<file path="src/rtl/mult_arbiter.sv">
// mult_arbiter: arbitrates NUM_REQ requesters onto one shared multiplier.
// One operation in flight at a time: IDLE -> ISSUE -> WAIT -> RESPOND.
// Completion is timed by a latency counter loaded with MUL_LATENCY.
// Optional feature: define MULT_ARB_ROUND_ROBIN_EN for round-robin arbitration;
// otherwise the lowest-index requester wins.
module mult_arbiter #(
    parameter int unsigned NUM_REQ     = 4,
    parameter int unsigned MUL_LATENCY = 2
) (
    input  logic                   i_clk,
    input  logic                   i_reset,
    input  logic [NUM_REQ-1:0]     i_req_valid,
    input  logic [16*NUM_REQ-1:0]  i_req_a,
    input  logic [16*NUM_REQ-1:0]  i_req_b,
    output logic [NUM_REQ-1:0]     o_req_ready,
    output logic [NUM_REQ-1:0]     o_rsp_valid,
    output logic [15:0]            o_rsp_product,
    output logic                   o_mul_enable,
    output logic [15:0]            o_mul_a,
    output logic [15:0]            o_mul_b,
    input  logic [15:0]            i_mul_product,
    output logic                   o_busy
);

    localparam int unsigned IDX_W = $clog2(NUM_REQ);
    localparam int unsigned CNT_W = $clog2(MUL_LATENCY + 1);
    localparam logic [CNT_W-1:0] CNT_ONE  = CNT_W'(1);
    localparam logic [CNT_W-1:0] CNT_LOAD = CNT_W'(MUL_LATENCY);

    typedef enum logic [1:0] {
        StIdle,
        StIssue,
        StWait,
        StRespond
    } state_t;

    state_t r_state;
    state_t w_state_next;

    logic [IDX_W-1:0]   r_winner;
    logic [CNT_W-1:0]   r_cnt;
    logic [15:0]        r_mul_a;
    logic [15:0]        r_mul_b;
    logic [15:0]        r_rsp_product;

    logic [15:0]        w_req_a [NUM_REQ];
    logic [15:0]        w_req_b [NUM_REQ];
    logic               w_found;
    logic [IDX_W-1:0]   w_winner;
    logic               w_accept;

    // Unpack the flat operand buses into per-requester words.
    always_comb begin
        for (int i = 0; i < NUM_REQ; i++) begin
            w_req_a[i] = i_req_a[16*i +: 16];
            w_req_b[i] = i_req_b[16*i +: 16];
        end
    end

`ifdef MULT_ARB_ROUND_ROBIN_EN
    localparam logic [IDX_W:0]   NUM_REQ_W = (IDX_W+1)'(NUM_REQ);
    localparam logic [IDX_W-1:0] LAST_IDX  = IDX_W'(NUM_REQ - 1);

    logic [IDX_W-1:0] r_rr_ptr;
    logic [IDX_W:0]   w_sum;

    // Round-robin pick: first valid requester at or after the pointer, wrapping.
    always_comb begin
        w_found  = 1'b0;
        w_winner = '0;
        w_sum    = '0;
        for (int i = 0; i < NUM_REQ; i++) begin
            w_sum = {1'b0, r_rr_ptr} + (IDX_W+1)'(i);
            if (w_sum >= NUM_REQ_W) begin
                w_sum = w_sum - NUM_REQ_W;
            end
            if (!w_found && i_req_valid[w_sum[IDX_W-1:0]]) begin
                w_found  = 1'b1;
                w_winner = w_sum[IDX_W-1:0];
            end
        end
    end

    // Pointer moves to one past the winner on every accept.
    always_ff @(posedge i_clk) begin
        if (i_reset) begin
            r_rr_ptr <= '0;
        end else if (w_accept) begin
            r_rr_ptr <= (w_winner == LAST_IDX) ? '0 : w_winner + 1'b1;
        end
    end
`else
    // Fixed priority pick: lowest-index valid requester.
    always_comb begin
        w_found  = 1'b0;
        w_winner = '0;
        for (int i = 0; i < NUM_REQ; i++) begin
            if (!w_found && i_req_valid[i]) begin
                w_found  = 1'b1;
                w_winner = IDX_W'(i);
            end
        end
    end
`endif

    // FSM state register.
    always_ff @(posedge i_clk) begin
        if (i_reset) begin
            r_state <= StIdle;
        end else begin
            r_state <= w_state_next;
        end
    end

    // FSM next state and strobe outputs; requests are only looked at in IDLE.
    always_comb begin
        w_state_next = r_state;
        w_accept     = 1'b0;
        o_req_ready  = '0;
        o_rsp_valid  = '0;
        o_mul_enable = 1'b0;
        unique case (r_state)
            StIdle: begin
                if (w_found) begin
                    w_accept     = 1'b1;
                    o_req_ready  = NUM_REQ'(1) << w_winner;
                    w_state_next = StIssue;
                end
            end
            StIssue: begin
                o_mul_enable = 1'b1;
                w_state_next = StWait;
            end
            StWait: begin
                if (r_cnt == CNT_ONE) begin
                    w_state_next = StRespond;
                end
            end
            StRespond: begin
                o_rsp_valid  = NUM_REQ'(1) << r_winner;
                w_state_next = StIdle;
            end
            default: w_state_next = StIdle;
        endcase
    end

    // Datapath: operand/winner capture, latency counter, result capture.
    always_ff @(posedge i_clk) begin
        if (i_reset) begin
            r_winner      <= '0;
            r_cnt         <= '0;
            r_mul_a       <= '0;
            r_mul_b       <= '0;
            r_rsp_product <= '0;
        end else begin
            if (w_accept) begin
                r_winner <= w_winner;
                r_mul_a  <= w_req_a[w_winner];
                r_mul_b  <= w_req_b[w_winner];
            end
            if (r_state == StIssue) begin
                r_cnt <= CNT_LOAD;
            end else if (r_state == StWait) begin
                r_cnt <= r_cnt - 1'b1;
            end
            // Product is valid exactly when the counter hits 1.
            if (r_state == StWait && r_cnt == CNT_ONE) begin
                r_rsp_product <= i_mul_product;
            end
        end
    end

    assign o_mul_a       = r_mul_a;
    assign o_mul_b       = r_mul_b;
    assign o_rsp_product = r_rsp_product;
    assign o_busy        = (r_state != StIdle);

endmodule

</file>
<file path="config.mk">
export PLATFORM = sky130hd
export DESIGN_NAME = mult_arbiter
export DESIGN_NICKNAME = d
export VERILOG_FILES = /design/src/rtl/mult_arbiter.sv
export SDC_FILE = /design/constraint.sdc
export NUM_CORES = 1
export LEC_CHECK = 0
export CORE_ASPECT_RATIO = 0.9
export CORE_MARGIN = 4
export CORE_UTILIZATION = 40
export DETAILED_ROUTE_END_ITERATION = 12
export PLACE_DENSITY = 0.85
export SLEW_MARGIN = 10
export SYNTH_ARGS = -nofsm -noshare
export SYNTH_HDL_FRONTEND = slang
export SYNTH_SLANG_ARGS = --single-unit
</file>
<file path="constraint.sdc">
create_clock -name i_clk -period 3.3 [get_ports i_clk]
set_input_delay 0.99 -clock i_clk [delete_from_list [all_inputs] [get_ports i_clk]]
set_output_delay 0.99 -clock i_clk [all_outputs]
set_load 0.005 [all_outputs]
</file>
==> flow_summary_export.csv <==
group,metric,value,unit
die,die-width,105,microns
synth,synth.area.mux_share,0.298,%
clocking,clkSlewWorstSetupHoldPaths,100,ps
run,max-cap-violations,0,
clocking,numCtsBuffers,5,
setup_path,crit_required,2310,ps
setup_path,r2r_end,"o_mul_b[0]",
grt,antenna_found_initial,1,
detailed_routing,drtIter0Drc,202,
synth,synthAdderAreaFrac,1.86,%
synth,yosysWarnings,0,
setup_path,endpoint,"o_req_ready[3]",
setup_path,startpoint,"i_req_valid[2]",
timing,postLayoutSetupSlackWorst,158,ps
detailed_routing,ant_nets,0,
die,rows,31,
setup_path,r2r_start,"r_state[0]",
die,die_area,9920,sq um
place,dpl.cell_count,689,
setup_path,crit_type,"primary input to output port",
setup_path,rr_worst_depth,6,
finish,stdcell_count,698,
pwr,ir_worst_vdd,0.000341,V
timing,slew_headroom,36.2,%
detailed_routing,wl_per_cell,18.6,microns
finish,nets,752,
synth,syn_nets,571,
setup_path,worstPathCellList,"clkdlybuf4s50_1 -> or2_1 -> nor3_1 -> dlygate4sd2_1",
synth,synth-xor-area-share,0.261,%
clocking,clock-sinks,54,
setup_path,cpPeakStageDelay,480,ps
detailed_routing,totalWireLength,13.0,mm
setup_path,crit_path_max_fanout,4,
clocking,worstSkewPairLatency,300,ps
place,portBuffers,207,
grt,grt_max_degree,99,
finish,syn_to_final_growth,65.6,%
clocking,cts_max_level,2,
setup_path,critPathSlowestCell,"clkdlybuf4s50_1",
clocking,cts-root-buf,"clkbuf_8",
die,io_pins,208,
place,routabilityCongestion,0.794,
setup_path,critical_path_depth,4,
synth,synth.distinct_cells,30,
finish,drive_above_1_share,8.86,%
setup_path,end_kind,"output port",
synth,synth_simple_gate_area_share,21.0,%
worst_hold_path,worstHoldStart,"o_rsp_product[5]",
timing,hold_viol_final,0,
detailed_routing,drt_first_pass_iters,5,
synth,avgSynthCellArea,8.07,sq um
timing,finClkSkew,6.41,ps
timing,period_share,95.2,%
status,status,"finished clean",
finish,layout_commonest_cell,"clkdlybuf4s50_1",
timing,min_period,3140,ps
pwr,leakage,2.03,nW
setup_path,crit_family,"buffers and inverters",
grt,grt_overflow,0,
die,core,8110,sq um
grt,grt_pass1_vias,4115,
synth,yosysSeqAreaShare,32.2,%
detailed_routing,viasPerCell,5.64,
synth,syn-cell-area,3360,sq um
synth,netlist_instances,416,
synth,synth_top_family_by_area,"compound AO/OA/AOI/OAI gates",
worst_hold_path,hp-class,"flop to flop",
die,start_util,41.4,%
timing,final-setup-viol-count,0,
grt,grt_pass1_wl,20.3,mm
setup_path,rrSetupSlack,1640,ps
setup_path,cp-start-kind,"primary input",
timing,fmax,318,MHz
finish,mostFrequentLayoutCells,"clkdlybuf4s50_1 (203), nand2_1 (100), dfxtp_1 (54)",
place,pre_cts_ws,-150,ps
setup_path,path_buf_inv,2,
synth,ys_ff_latch,54,
clocking,cts_tree,"built",
timing,rsz0062_at_grt,"no",
die,die_height,94.9,microns
timing,worst_pin_slew,957,ps
pwr,powerDensity,512,nW/um^2
place,place_hpwl,9.38,mm
clocking,cts_buffer_depth,2,
detailed_routing,drc,0,
timing,slew_violations,0,
synth,synth_compound_area_share,37.0,%
detailed_routing,num_vias,3934,
grt,track_usage,25.2,%
setup_path,cp_data_arrival_time,2150,ps
stage by stage:
step	hold slack (ps)	total power, mW	area, sq um	util [%]	setup TNS (ps)
final	458	2.85	5560	68.6	0
after global routing	482	3.02	5560	68.6	0
after CTS	462	2.87	5560	68.5	0
after detailed placement	447	2.41	5450	67.2	-352
after global placement	443	2.36	5450	67.2	-289
after floorplan	453	1.68	3360	-	0
power by group:
| part | internal [mW] | switching, mW |
|---|---|---|
| Combinational | 0.833 | 0.579 |
| Clock | 0.224 | 0.223 |
| Sequential | 0.860 | 0.131 |
| Total | 1.92 | 0.932 |
what timing repair did:
| item | in CTS | in global routing |
|---|---|---|
| setup buffers | 0 | 0 |
| hold buffers | 0 | 0 |
| endpoints found under the setup margin | 3 | 0 |
| gates resized for setup | 4 | 0 |
worst min-delay path: stages, from the launching register on:
cell	delay, ps
dfxtp_1	320
nand2_1	50
a21oi_1	50
layer usage:
layer  share of wire, %  vias up  wire length (microns)  track usage [%]
met5                  0        -                      0                0
met4                2.5        0                    324             10.2
met3                5.9       28                    772             4.92
met2                 52      145                   6820             46.7
met1                 39     1867                   5090             28.5
li1                   -     1894                      -                -
worst min-delay path by stage:
stage                   endpoint  slack, ps  cells after the start
2_1_floorplan   o_rsp_product[0]        450                      2
3_3_place_gp    o_rsp_product[8]        440                      2
3_5_place_dp   o_rsp_product[10]        450                      2
4_1_cts        o_rsp_product[10]        460                      2
5_1_grt        o_rsp_product[15]        480                      2
6_report        o_rsp_product[5]        460                      2
synthesized netlist by cell type:
| cell | instances | area [sq um] |
|---|---|---|
| inv_1 | 8 | 30.0 |
| and2_1 | 2 | 12.5 |
| a22oi_1 | 31 | 233 |
| dfxtp_1 | 54 | 1080 |
| nor2b_1 | 2 | 12.5 |
| nand3b_1 | 31 | 233 |
| and3b_1 | 1 | 8.76 |
| o31a_1 | 1 | 8.76 |
| ha_1 | 5 | 62.6 |
| o32a_1 | 1 | 10.0 |
| mux2i_1 | 1 | 10.0 |
| a21oi_1 | 50 | 250 |
| o211ai_1 | 11 | 82.6 |
| clkbuf_1 | 33 | 124 |
| and3_1 | 1 | 6.26 |
| o211ai_2 | 20 | 250 |
| a211oi_1 | 2 | 15.0 |
| buf_1 | 2 | 7.51 |
| buf_2 | 4 | 20.0 |
| o221a_2 | 10 | 113 |
| nor3b_1 | 1 | 7.51 |
| nor3_1 | 2 | 10.0 |
| nor2_1 | 7 | 26.3 |
| nand2_1 | 100 | 375 |
| buf_6 | 6 | 67.6 |
| o21ai_0 | 4 | 20.0 |
| xnor2_1 | 1 | 8.76 |
| or2_1 | 1 | 6.26 |
| nand2b_1 | 1 | 6.26 |
| o221a_1 | 23 | 259 |
area by class of cell:
cell class              count  area, sq um
fillers                   677         2550
repair buffers            219         2180
multi-input cells         309         2030
flip-flops and latches     54         1080
well taps                  99          124
clock buffers               5         68.8
clock inverters             3         40.0
inverters                   8         30.0
diodes                      1         2.50
cells by family (layout without fill, tap and decap cells):
logic type | count (synthesis) | in the layout
xor gates and xnor gates | 1 | 1
AOI/OAI and AO/OA | 153 | 153
buffers and inverters | 53 | 235
muxes | 1 | 1
and+or+nand+nor | 149 | 149
adders and majority gates | 5 | 5
other | 0 | 1
DFF | 54 | 54
registers in the layout, summed over array words and instances, names as in the netlist:
register,count
r_winner,2
r_cnt,2
o_mul_b,16
o_mul_a,16
r_state,2
o_rsp_product,16
(Power assumes the default switching activity.)
